### src/rtl/com_tracker.sv
// com_tracker: single-target centroid tracker.
//
// Smooths raw centroid samples with a first-order IIR filter held in
// fixed point (ALPHA_SHIFT fraction bits). Samples far from the current
// estimate snap the filter instead of dragging it. Lock is kept while
// frames keep delivering samples. It is dropped after LOST_FRAMES
// consecutive empty frames.
//
// Ports:
//   clk_in      system clock, rising edge
//   rst_in      synchronous active-high reset
//   x_in/y_in   raw centroid (11 / 10 bits), qualified by valid_in
//   valid_in    single-cycle sample strobe
//   frame_in    single-cycle end-of-frame pulse
//   x_out/y_out filtered position, integer part
//   valid_out   one-cycle pulse, x_out/y_out just updated
//   locked_out  high while tracking or coasting
module com_tracker #(
  parameter int ALPHA_SHIFT = 2,
  parameter int LOST_FRAMES = 8,
  parameter int JUMP_THRESH = 128
) (
  input  logic        clk_in,
  input  logic        rst_in,
  input  logic [10:0] x_in,
  input  logic [9:0]  y_in,
  input  logic        valid_in,
  input  logic        frame_in,
  output logic [10:0] x_out,
  output logic [9:0]  y_out,
  output logic        valid_out,
  output logic        locked_out
);

  localparam int AX_W = 11 + ALPHA_SHIFT;
  localparam int AY_W = 10 + ALPHA_SHIFT;
  localparam logic [12:0] JUMP = 13'(JUMP_THRESH);
  localparam logic [7:0]  LOST = 8'(LOST_FRAMES);

  typedef enum logic [1:0] {EMPTY, TRACKING, COASTING} state_t;

  state_t          state_reg, state_next;
  logic [AX_W-1:0] acc_x_reg, acc_x_next;
  logic [AY_W-1:0] acc_y_reg, acc_y_next;
  logic [7:0]      miss_reg, miss_next;
  logic            seen_reg, seen_next;
  logic [10:0]     x_next;
  logic [9:0]      y_next;
  logic            valid_next;

  // Per-axis distance between the new sample and the current output.
  logic signed [12:0] dist_x, dist_y;
  logic [12:0]        abs_x, abs_y;
  logic               jump;

  assign dist_x = $signed({2'b00, x_in}) - $signed({2'b00, x_out});
  assign dist_y = $signed({3'b000, y_in}) - $signed({3'b000, y_out});
  assign abs_x  = dist_x[12] ? 13'(-dist_x) : 13'(dist_x);
  assign abs_y  = dist_y[12] ? 13'(-dist_y) : 13'(dist_y);
  assign jump   = (abs_x > JUMP) || (abs_y > JUMP);

  // Signed error with one guard bit; the arithmetic shift floors toward
  // minus infinity, so the estimate converges without overshoot.
  logic signed [AX_W:0] diff_x;
  logic signed [AY_W:0] diff_y;

  assign diff_x = $signed({1'b0, x_in, {ALPHA_SHIFT{1'b0}}}) - $signed({1'b0, acc_x_reg});
  assign diff_y = $signed({1'b0, y_in, {ALPHA_SHIFT{1'b0}}}) - $signed({1'b0, acc_y_reg});

  always_comb begin
    state_next = state_reg;
    acc_x_next = acc_x_reg;
    acc_y_next = acc_y_reg;
    miss_next  = miss_reg;
    seen_next  = seen_reg;
    x_next     = x_out;
    y_next     = y_out;
    valid_next = 1'b0;

    if (valid_in) begin
      seen_next  = 1'b1;
      valid_next = 1'b1;
      if (state_reg == EMPTY || jump) begin
        acc_x_next = {x_in, {ALPHA_SHIFT{1'b0}}};
        acc_y_next = {y_in, {ALPHA_SHIFT{1'b0}}};
      end else begin
        // The result always lies between the old estimate and the sample,
        // so truncating back to accumulator width cannot wrap.
        acc_x_next = AX_W'($signed({1'b0, acc_x_reg}) + (diff_x >>> ALPHA_SHIFT));
        acc_y_next = AY_W'($signed({1'b0, acc_y_reg}) + (diff_y >>> ALPHA_SHIFT));
      end
      if (state_reg == EMPTY) begin
        state_next = TRACKING;
      end
      x_next = acc_x_next[AX_W-1:ALPHA_SHIFT];
      y_next = acc_y_next[AY_W-1:ALPHA_SHIFT];
    end

    if (frame_in) begin
      seen_next = 1'b0;
      if (state_reg != EMPTY) begin
        // A sample arriving with the frame pulse makes the frame non-empty.
        if (seen_reg || valid_in) begin
          miss_next  = 8'd0;
          state_next = TRACKING;
        end else if (miss_reg + 8'd1 == LOST) begin
          miss_next  = 8'd0;
          state_next = EMPTY;
        end else begin
          miss_next  = miss_reg + 8'd1;
          state_next = COASTING;
        end
      end
    end
  end

  always_ff @(posedge clk_in) begin
    if (rst_in) begin
      state_reg <= EMPTY;
      acc_x_reg <= '0;
      acc_y_reg <= '0;
      miss_reg  <= '0;
      seen_reg  <= 1'b0;
      x_out     <= '0;
      y_out     <= '0;
      valid_out <= 1'b0;
    end else begin
      state_reg <= state_next;
      acc_x_reg <= acc_x_next;
      acc_y_reg <= acc_y_next;
      miss_reg  <= miss_next;
      seen_reg  <= seen_next;
      x_out     <= x_next;
      y_out     <= y_next;
      valid_out <= valid_next;
    end
  end

  assign locked_out = (state_reg != EMPTY);

endmodule
### config.mk
export PLATFORM = sky130hd
export DESIGN_NAME = com_tracker
export DESIGN_NICKNAME = d
export VERILOG_FILES = /design/src/rtl/com_tracker.sv
export SDC_FILE = /design/constraint.sdc
export NUM_CORES = 1
export LEC_CHECK = 0
export BUFFER_PORTS_ARGS = -buffer_cell sky130_fd_sc_hd__clkbuf_2
export CORE_MARGIN = 1.5
export CORE_UTILIZATION = 45
export CTS_CLUSTER_DIAMETER = 150
export DETAILED_ROUTE_END_ITERATION = 12
export PLACE_DENSITY = 0.65
export SETUP_SLACK_MARGIN = 0.5
export SLEW_MARGIN = 15
export SYNTH_ARGS = -nofsm -noshare
export SYNTH_HDL_FRONTEND = slang
export SYNTH_SLANG_ARGS = --single-unit
### constraint.sdc
create_clock -name clk_in -period 3.5 [get_ports clk_in]
set_input_delay 0.35 -clock clk_in [delete_from_list [all_inputs] [get_ports clk_in]]
set_output_delay 0.35 -clock clk_in [all_outputs]
set_load 0.1 [all_outputs]
==> results.sh <==
export IMPL_status="finished with violations"
export IMPL_violations="negative setup slack"
export IMPL_grt_max_degree=45
export IMPL_synth_top_area_share=0.1479
export IMPL_wl_met2_mm=6.972
export IMPL_fin_skew_ns=0.02695
export IMPL_yosysTopAreaCell="dfxtp_1"
export IMPL_synth_fp_nets=725
export IMPL_tns_ns=-0.8539
export IMPL_grt_use_total=0.2431
export IMPL_min_from="frame_in"
export IMPL_drtIter0Drc=324
export IMPL_first_global_vias=4992
export IMPL_setup_viol=17
export IMPL_crit_required_ns=3.71
export IMPL_clkTransAtPathRegs_ns=0.11
export IMPL_seqCellArea_um2=755.7
export IMPL_vias=5291
export IMPL_min_path_cells=2
export IMPL_route_detailed_drc=0
export IMPL_largest_reg_flops=11
export IMPL_dieArea_um2=11770
export IMPL_intPower_mw=1.426
export IMPL_p_switching_mw=1.093
export IMPL_synth_area_per_cell_um2=7.741
export IMPL_grt_pass1_wl_mm=22.98
export IMPL_clockBufferDepth=2
export IMPL_gp_congestion=0.8991
export IMPL_ios=48
export IMPL_synth_area_um2=5009
export IMPL_final_cell_mix="buf_4 (134), nor2_1 (53), a21oi_1 (47), clkbuf_2 (47), inv_1 (44)"
export IMPL_avgViaCountPerCell=5.623
export IMPL_path_common_cell="buf_6"
export IMPL_drtPass1Iterations=4
export IMPL_gr_total_overflow=0
export IMPL_total_power_mw=2.519
export IMPL_yosysWarnings=0
export IMPL_cts_root_buf="clkbuf_8"
export IMPL_start_util=0.4620
export IMPL_rows=38
export IMPL_ir_worst_vdd_mv=0.1768
export IMPL_fin_crit_ns=3.592
export IMPL_worstSetupEndpointType="flip-flop"
export IMPL_critPathKind="reg2reg"
export IMPL_grt_antenna_before_repair=0
export IMPL_async_reset_ff_frac=0
export IMPL_finalWorstSetupSlack_ns=-0.09215
export IMPL_leakage_nw=3.148
export IMPL_p_comb_frac=0.652
export IMPL_synthDistinctLibCells=80
export IMPL_maxSlewViolCount=0
export IMPL_fmax_mhz=278.4
export IMPL_rsz0062_at_grt="true"
export IMPL_clk_insertion_delay_late_ns=0.33
export IMPL_hpwl_mm=10.81
export IMPL_finalCritPeriodShare=1.026
export IMPL_r2r_cells=17
export IMPL_final_cells=941
export IMPL_insertedDiodeCount=0
export IMPL_placed_cells=918
export IMPL_io_buffers=47
export IMPL_crit_chain="inv_2 -> ha_1 -> buf_6 -> nor2b_1 -> o21a_1 -> or3_4 -> a2111oi_4 -> buf_4 -> nor3_1 -> a21oi_1 -> o211ai_2 -> nand4b_4 -> buf_12 -> buf_6 -> buf_16 -> a21oi_2 -> a311o_1"
export IMPL_numCtsBuffers=5
export IMPL_hold_end="seen_reg"
export IMPL_multi_input_area_um2=4079
export IMPL_hold_viol_final=0
export IMPL_slew_headroom=0.3298
export IMPL_drtAntennaViolNets=0
export IMPL_routedWlPerCell_um=15.28
export IMPL_cts_sinks=37
export IMPL_drive_gt1_frac=0.3483
export IMPL_synth_edf_count=0
export IMPL_fill_cells=945
export IMPL_max_stage_delay_ns=0.48
export IMPL_dr_wl_met3_um=423
export IMPL_yosysSeqAreaShare=0.1479
export IMPL_layout_commonest_cell="buf_4"
export IMPL_routed_wl_mm=14.38
export IMPL_core_area_um2=10840
export IMPL_hp_class="in2reg"
export IMPL_timing_rr_end="y_out[9]"
export IMPL_die_h_um=108.5
export IMPL_die_w_um=108.5
export IMPL_p_seq_frac=0.182
export IMPL_cts_hold_fix_buffers=0
export IMPL_rrSetupSlack_ns=-0.09
export IMPL_synth_area_leaders="dfxtp_1 (15%), ha_1 (12%), a21oi_1 (5.5%)"
export IMPL_syn_inst=647
export IMPL_ys_ff_latch=37
export IMPL_cts_htree_levels=2
export IMPL_slowest_stage="a2111oi_4"
export IMPL_finish_instance_area_um2=6760
export IMPL_p_sw_frac=0.4340
export IMPL_r2r_start="x_out[1]"
export IMPL_placed_cell_area_um2=6215
export IMPL_pwr_share_clk=0.166
export IMPL_worstMarginPinSlew_ns=1.005
export IMPL_area_growth_synth_to_final_pct=34.97
export IMPL_cap_violations=0
export IMPL_powerDensity_nw_per_um2=372.7
export IMPL_cts_tree="done"
export IMPL_top_layer="met4"
export IMPL_nets=878
export IMPL_synth_main_ff_cell="dfxtp_1"
export IMPL_worstPathArrival_ns=3.80
export IMPL_cp_max_fo=5
export IMPL_drt_met1_wl_mm=6.679
export IMPL_startpoint_type="flip-flop"
-- stage by stage --
step / hold slack [ns] / util / worst slack (ns)
after detailed placement: 0.4734 / 0.5733 / -0.3829
final: 0.2685 / 0.6236 / -0.09215
after global routing: 0.2551 / 0.6236 / -0.2408
after floorplan: 0.4293 / - / 0.1135
after CTS: 0.2625 / 0.6091 / -0.06230
after global placement: 0.4667 / 0.5733 / -0.2746
-- critical path: cells and delay by family, from the launching register on --
kind / cells / cell delay [ns]
buffers and inverters: 6 / 0.72
AND/OR/NAND/NOR: 4 / 0.74
adder cells (fa/ha/maj): 1 / 0.30
AO/OA/AOI/OAI: 6 / 1.36
flip-flops: 1 / 0.35
-- cells in the mapped netlist (19+ instances only) --
| master | instances |
|---|---|
| xnor2_1 | 31 |
| o21ai_0 | 23 |
| a21oi_1 | 55 |
| dfxtp_1 | 37 |
| nand2_1 | 31 |
| nor3_1 | 21 |
| inv_1 | 48 |
| nor2_1 | 53 |
| a211oi_1 | 19 |
| ha_1 | 49 |
| buf_4 | 21 |
| mux2i_1 | 19 |
-- layer usage --
layer	vias to the layer above	GRT usage
met5	-	0
met4	0	0.07989
met3	28	0.03195
met2	108	0.4196
met1	2520	0.3108
li1	2635	-
-- cell type report --
type                    count  area share
multi-input cells         515      0.6034
repair buffers            193      0.2136
flip-flops and latches     37      0.1118
inverters                  48     0.02850
well taps                 140     0.02591
clock buffers               5     0.01018
clock inverters             3    0.006663
-- what timing repair did --
action                                  4_1_cts  5_1_grt
pin swaps                                    14        9
endpoints found under the setup margin       25       25
setup buffers                                10        3
resized for setup                            31       29
gates cloned                                  2        0
-- how the worst max path moves through the flow --
stage | cells past startpoint | startpoint | endpoint
final | 17 | x_out[1] | y_out[9]
after global routing | 15 | y_out[0] | y_out[1]
after CTS | 18 | x_out[0] | x_out[10]
after detailed placement | 18 | x_in[0] | x_out[10]
after global placement | 18 | x_in[0] | x_out[10]
after floorplan | 15 | x_in[0] | y_out[8]
-- power groups by stage --
stage | Clock [mW] | Sequential, mW | Combinational (mW)
2_1_floorplan | 0 | 0.470 | 1.03
3_3_place_gp | 0 | 0.465 | 1.49
3_5_place_dp | 0 | 0.467 | 1.53
4_1_cts | 0.425 | 0.457 | 1.59
5_1_grt | 0.446 | 0.461 | 1.78
6_report | 0.419 | 0.458 | 1.64
-- logic make-up after synthesis --
logic type	Yosys count	synth area share
flip-flops	37	0.1479
multiplexers	20	0.04097
buffers and inverters	95	0.09868
XOR/XNOR	48	0.08544
AND/OR/NAND/NOR	203	0.2226
adder cells (fa/ha/maj)	53	0.1384
AO/OA/AOI/OAI	191	0.2661
Note: power is estimated with default switching activity, not from simulation.
